--- src/rtl/rvga_membus_arbiter.sv ---
// Arbitrates the instruction and data membus masters onto one shared memory port.
// Define RVGA_ARB_ROUND_ROBIN_EN for round-robin conflicts; otherwise D has priority with an I starvation guard.
module rvga_membus_arbiter #(
    parameter int ADDR_W       = 32,
    parameter int DATA_W       = 32,
    parameter int STARVE_LIMIT = 4
) (
    input  logic              clk,
    input  logic              rst,
    input  logic [ADDR_W-1:0] i_addr_i,
    input  logic              i_read_i,
    input  logic              i_write_i,
    input  logic [DATA_W-1:0] i_wdata_i,
    output logic [DATA_W-1:0] i_rdata_o,
    output logic              i_resp_o,
    input  logic [ADDR_W-1:0] d_addr_i,
    input  logic              d_read_i,
    input  logic              d_write_i,
    input  logic [DATA_W-1:0] d_wdata_i,
    output logic [DATA_W-1:0] d_rdata_o,
    output logic              d_resp_o,
    output logic [ADDR_W-1:0] mem_addr_o,
    output logic              mem_read_o,
    output logic              mem_write_o,
    output logic [DATA_W-1:0] mem_wdata_o,
    input  logic [DATA_W-1:0] mem_rdata_i,
    input  logic              mem_resp_i
);

    typedef enum logic [1:0] {IDLE, BUSY_I, BUSY_D} state_t;

    state_t            r_state;
    state_t            w_state_nxt;
    logic              w_i_req;
    logic              w_d_req;
    logic              w_grant_i;
    logic              w_grant_d;
    logic              w_i_resp;
    logic              w_d_resp;
    logic [ADDR_W-1:0] r_mem_addr;
    logic [DATA_W-1:0] r_mem_wdata;
    logic              r_mem_read;
    logic              r_mem_write;
    logic [DATA_W-1:0] r_i_rdata;
    logic [DATA_W-1:0] r_d_rdata;
    logic              w_i_wins_conflict;

    assign w_i_req = i_read_i | i_write_i;
    assign w_d_req = d_read_i | d_write_i;

`ifdef RVGA_ARB_ROUND_ROBIN_EN
    // Set when the most recent grant went to D; reset points at I so D wins the first conflict.
    logic r_last_d;

    assign w_i_wins_conflict = r_last_d;

    always_ff @(posedge clk or posedge rst) begin
        if (rst) begin
            r_last_d <= 1'b0;
        end else if (w_grant_d) begin
            r_last_d <= 1'b1;
        end else if (w_grant_i) begin
            r_last_d <= 1'b0;
        end
    end
`else
    localparam int CNT_W = (STARVE_LIMIT > 0) ? $clog2(STARVE_LIMIT + 1) : 1;

    logic [CNT_W-1:0] r_starve;
    logic             w_starved;

    assign w_starved         = (STARVE_LIMIT != 0) && (r_starve == CNT_W'(STARVE_LIMIT));
    assign w_i_wins_conflict = w_starved;

    // Counts D grants taken while I waits; saturates so a long wait cannot wrap back to zero.
    always_ff @(posedge clk or posedge rst) begin
        if (rst) begin
            r_starve <= '0;
        end else if (w_grant_i || !w_i_req) begin
            r_starve <= '0;
        end else if (w_grant_d && !w_starved && (STARVE_LIMIT != 0)) begin
            r_starve <= r_starve + 1'b1;
        end
    end
`endif

    always_ff @(posedge clk or posedge rst) begin
        if (rst) begin
            r_state <= IDLE;
        end else begin
            r_state <= w_state_nxt;
        end
    end

    always_comb begin
        w_state_nxt = r_state;
        w_grant_i   = 1'b0;
        w_grant_d   = 1'b0;
        case (r_state)
            IDLE: begin
                if (w_i_req && w_d_req) begin
                    w_grant_i = w_i_wins_conflict;
                    w_grant_d = !w_i_wins_conflict;
                end else begin
                    w_grant_i = w_i_req;
                    w_grant_d = w_d_req;
                end
                if (w_grant_i) begin
                    w_state_nxt = BUSY_I;
                end else if (w_grant_d) begin
                    w_state_nxt = BUSY_D;
                end
            end
            BUSY_I, BUSY_D: begin
                if (mem_resp_i) begin
                    w_state_nxt = IDLE;
                end
            end
            default: w_state_nxt = IDLE;
        endcase
    end

    assign w_i_resp = (r_state == BUSY_I) && mem_resp_i;
    assign w_d_resp = (r_state == BUSY_D) && mem_resp_i;

    // A simultaneous read+write from one master is issued as a write only.
    always_ff @(posedge clk or posedge rst) begin
        if (rst) begin
            r_mem_addr  <= '0;
            r_mem_wdata <= '0;
            r_mem_read  <= 1'b0;
            r_mem_write <= 1'b0;
            r_i_rdata   <= '0;
            r_d_rdata   <= '0;
        end else begin
            if (w_grant_i) begin
                r_mem_addr  <= i_addr_i;
                r_mem_wdata <= i_wdata_i;
                r_mem_read  <= i_read_i & ~i_write_i;
                r_mem_write <= i_write_i;
            end else if (w_grant_d) begin
                r_mem_addr  <= d_addr_i;
                r_mem_wdata <= d_wdata_i;
                r_mem_read  <= d_read_i & ~d_write_i;
                r_mem_write <= d_write_i;
            end else if (w_i_resp || w_d_resp) begin
                r_mem_read  <= 1'b0;
                r_mem_write <= 1'b0;
            end
            if (w_i_resp) begin
                r_i_rdata <= mem_rdata_i;
            end
            if (w_d_resp) begin
                r_d_rdata <= mem_rdata_i;
            end
        end
    end

    assign i_resp_o    = w_i_resp;
    assign d_resp_o    = w_d_resp;
    assign i_rdata_o   = w_i_resp ? mem_rdata_i : r_i_rdata;
    assign d_rdata_o   = w_d_resp ? mem_rdata_i : r_d_rdata;
    assign mem_addr_o  = r_mem_addr;
    assign mem_wdata_o = r_mem_wdata;
    assign mem_read_o  = r_mem_read;
    assign mem_write_o = r_mem_write;

endmodule

--- config.mk ---
export PLATFORM = sky130hd
export DESIGN_NAME = rvga_membus_arbiter
export DESIGN_NICKNAME = d
export VERILOG_FILES = /design/src/rtl/rvga_membus_arbiter.sv
export SDC_FILE = /design/constraint.sdc
export NUM_CORES = 1
export LEC_CHECK = 0
export BUFFER_PORTS_ARGS = -buffer_cell sky130_fd_sc_hd__buf_4
export CAP_MARGIN = 20
export CORE_ASPECT_RATIO = 0.9
export CORE_MARGIN = 5
export CORE_UTILIZATION = 30
export CTS_CLUSTER_DIAMETER = 100
export DETAILED_ROUTE_END_ITERATION = 16
export GPL_ROUTABILITY_DRIVEN = 0
export GPL_TIMING_DRIVEN = 0
export PLACE_DENSITY_LB_ADDON = 0.05
export SETUP_SLACK_MARGIN = 0.4
export SKIP_CTS_REPAIR_TIMING = 1
export SLEW_MARGIN = 0
export SYNTH_ARGS = -nofsm -noshare
export SYNTH_HDL_FRONTEND = slang
export SYNTH_SLANG_ARGS = --single-unit
--- constraint.sdc ---
create_clock -name clk -period 5.5 [get_ports clk]
set_input_delay 0.275 -clock clk [delete_from_list [all_inputs] [get_ports clk]]
set_output_delay 0.275 -clock clk [all_outputs]
set_load 0.005 [all_outputs]
# Word level (Yosys, flattened, before mapping)
# Index checks and enable logic that the tools add are counted.
[totals] register_bits=135 inputBits=167 word_cells=57
[classes] addsub=1 eq_ne=5 muxes=23 n_bitwise=6 reduce_logical=14
[ops] op="two-way mux 32 bit" count=6
[ops] op="two-way mux 1 bit" count=11
[ops] op="two-way mux 2 bit" count=3
[ops] op="two-way mux 3 bit" count=2
[ops] op="logical AND 1 bit" count=4
[ops] op="case mux 2 bit (2 select lines)" count=1
[ops] op="nonzero test 2 bit" count=2
[ops] op="adder 3 x 1 -> 3 bit, second input constant" count=1
[ops] op="== test 3 bit, second input constant" count=1
[ops] op="!= test 3 x 1 -> 1 bit, second input constant" count=1
[ops] op="nonzero test 3 bit" count=1
[ops] op="AND 1 bit" count=2
[ops] op="== test 2 x 1 -> 1 bit, second input constant" count=1
[ops] op="== test 2 bit, second input constant" count=1
[ops] op="logical NOT 1 bit" count=2
[ops] op="logical NOT 2 bit" count=1
[ops] op="logical OR 1 bit" count=2
[ops] op="!= test 2 bit, second input constant" count=1
[ops] op="NOT 1 bit" count=2
[ops] op="bitwise OR 1 bit" count=2
[ops] op="AND reduction 2 bit" count=1
[ops] op="OR reduction 2 bit" count=1

# Depth between registers and ports, before layout
[logic_depth] word_depth=8 mapped_depth=9 depth_no_buf=6

# Least setup slack after synthesis
# OpenSTA, ideal clock, no wires.
[synth_timing] kind="register -> output" from="register r_state[0]" to="output port d_rdata_o[10]" t_arrival_ns=1.330 t_required_ns=5.225 path_slack_ns=3.895 stages_incl_launch_ff=6 n_path_buf=1 cell_sequence="dfrtp_1 -> inv_1 -> ha_1 -> nand2_1 -> buf_2 -> mux2_2"
[synth_between] elab_chain_cells=3
[synth_lines] element="start: declaration" line="32" text="state_t r_state;"
[synth_lines] element="start signal: assignment" line="91" text="r_state <= w_state_nxt;"
[synth_lines] element="== test 2 bit" line="124" text="assign w_d_resp = (r_state == BUSY_D) && mem_resp_i;"
[synth_lines] element="logical AND 1 bit" line="124"
[synth_lines] element="two-way mux 32 bit"
[synth_lines] element="end: declaration" line="20" text="output logic [DATA_W-1:0] d_rdata_o,"
# Every way passes these cells.

# Final worst setup path
[layout_timing] from="register r_state[0]" to="output port d_rdata_o[26]"
# The elaborated chain is that of the path after synthesis.

==> flow_summary.ini <==
[status]
status = finished clean

[clock_tree]
path_clk_slew_ns = 0.06
root_buffer = clkbuf_16
htree_levels = 4
cts_sinks = 135
clock_path_buffers = 2
cts_buffers = 17
worstSkewPairLatency_ns = 0.41
cts_tree = done

[finish]
num-fill-cells = 1761
synthToLayoutAreaGrowth_pct = 56.46
insertedDiodeCount = 0
nets = 963
utilization = 0.4804
layout-drive-gt1-share = 0.5299

[setup_path]
crit_fanout = 10
crit_required_ns = 5.22
critical_path_class = flop to output pin
end_kind = output pin
startpoint_type = flop
arrival_ns = 2.17

[timing]
max_freq_ghz = 0.4094
min_period_ns = 2.442
drv_slew = 0
tns_ns = 0
worst_slack_ns = 3.058
tightest_slew_ns = 0.5776
setup_viol = 0
rsz0062_at_grt = false
finalCritPeriodShare = 0.4441
clock_skew_ns = 0.005985
relSlewSlack = 0.6149
hold_viol = 0

[job]
maxCapViolations = 0

[synthesis]
synth_edf_count = 0
synth_ff_type = dfrtp_1
synth_top_area_share = 0.5959
ys_seq_elements = 135
synth_common_cells = 135 x dfrtp_1, 71 x nand2_1, 64 x a22oi_1, 64 x mux2_2, 49 x o21ai_1
syn-num-nets = 644
synth_area_leaders = dfrtp_1 60%, mux2_2 13%, a22oi_1 8.5%, nand2_1 4.7%, o21ai_1 4.3%
synth_top_cell_by_area = dfrtp_1
syn_area_per_cell_sq_um = 12.01
async_reset_ff_frac = 1.000
syn_area_sq_mm = 0.005669
ys_warn_count = 0
ys_seq_area_frac = 0.5959
netlist_instances = 472
synth_cell_types = 28
yosys.cell_count.top_type = dfrtp_1

[grt]
grt_max_degree = 77
antenna_found_initial = 0
grt_usage = 0.1679
overflow = 0
grt_pass1_vias = 5228
grt_pass1_wl_microns = 28720

[route]
vias = 4876
drt_first_iter_violations = 226
drc = 0
drtAntennaViolNets = 0
wl_per_cell_microns = 17.56
drt-pass1-iter-count = 5
wl_microns = 18420
viasPerCell = 4.648

[power]
power_density_mw_per_mm2 = 561.7
p_switching_uw = 1613
p_int_uw = 3368
seq_power_share = 0.335
ir_drop_uv = 197.4
p_leak_uw = 0.004329
clkPwrFrac = 0.236
p_comb_frac = 0.428
fin_total_pwr_uw = 4982
sw_frac_of_total = 0.3239

[floorplan]
dieHeight_microns = 140.4
rows = 47
die_w_microns = 154.9
dieArea_sq_mm = 0.02175
ios = 299
start_util = 0.3070
coreArea_sq_mm = 0.01847

[placed_design]
io_buffers = 298
dp_hpwl_microns = 14280
dp_slack_ns = 3.441

[min_path]
hp-class = input pin to flop
==> per-stage QoR <==
stage	instances	instance area, sq um	hold slack, ns
final	1049	8870	0.1177
after global placement	1015	8213	0.4650
after global routing	1049	8870	0.1037
after CTS	1048	8860	-0.05080
after floorplan	472	5669	0.4219
after detailed placement	1016	8245	0.3967
==> sequential cells by signal (all words and copies together) (netlist names) <==
name / count
mem_addr_o: 32
mem_wdata_o: 32
r_d_rdata: 32
r_i_rdata: 32
r_starve: 3
r_state: 2
mem_read_o: 1
mem_write_o: 1
==> power by group through the flow <==
stage               Clock (uW)  Sequential [uW]  Combinational (uW)
CTS                       1210             1670                2190
finish                    1180             1670                2130
global route              1250             1720                2350
global placement             0             1670                2150
detailed placement           0             1680                2190
floorplan                    0             1670                 964
==> cells by family after synthesis <==
family                   count (synthesis)  synth area share
buffers and inverters                   42           0.04657
adder cells (fa/ha/maj)                  5           0.01104
AO/OA/AOI/OAI                          146            0.1640
multiplexers                            64            0.1271
flip-flops                             135            0.5959
AND/OR/NAND/NOR                         80           0.05540
==> critical path, stage by stage (launching register included) <==
cell	delay, ns
dfrtp_1	0.37
inv_1	0.08
ha_1	0.21
nand2_1	0.22
buf_2	0.34
mux2_2	0.39
buf_4	0.14
==> placed cells by master (no fill, tap or decap), types with 2 or more instances in the layout <==
cell type  synthesis  routed
a21oi_1            6       6
a22oi_1           64      64
buf_2             16      16
buf_4              1     299
buf_6             11      11
bufinv_16          0       3
clkbuf_1           6       7
clkbuf_16          0      17
clkinv_2           0       2
clkinv_4           0       4
dfrtp_1          135     135
ha_1               5       5
inv_1              7       6
inv_6              0       3
mux2_2            64      64
nand2_1           71      71
nand3_1            2       2
nor2_1             4       4
o21ai_0           18      18
o21ai_1           49      49
==> final timing paths <==
path	start	end	slack [ns]	depth (start not counted)
max reg2reg	r_starve[0]	mem_addr_o[28]	3.63	8
min reg2reg	mem_wdata_o[21]	mem_wdata_o[21]	0.48	2
min	mem_rdata_i[2]	r_d_rdata[2]	0.12	2
min in group asynchronous	rst	mem_addr_o[16]	0.50	3
max	r_state[0]	d_rdata_o[26]	3.06	6
max in group asynchronous	rst	r_d_rdata[25]	4.23	4
==> area by class of cell <==
type	count	area [sq um]	area share
timing repair buffer	300	2275	0.2565
buffer	34	234.0	0.02638
clock buffer	19	442.9	0.04994
inverter	8	35.03	0.003950
multi-input combinational	295	2027	0.2285
tap	245	306.5	0.03456
clock inverter	13	171.4	0.01933
sequential	135	3378	0.3809
==> metal layers <==
| metal | GRT usage | vias to the layer above | routed length [microns] |
|---|---|---|---|
| met1 | 0.2051 | 2347 | 7477 |
| met4 | 0.05901 | 0 | 331 |
| met5 | 0 | - | 0 |
| met3 | 0.05120 | 22 | 1451 |
| li1 | - | 2334 | - |
| met2 | 0.2816 | 173 | 9164 |
Note: power is estimated with default switching activity, not from simulation.
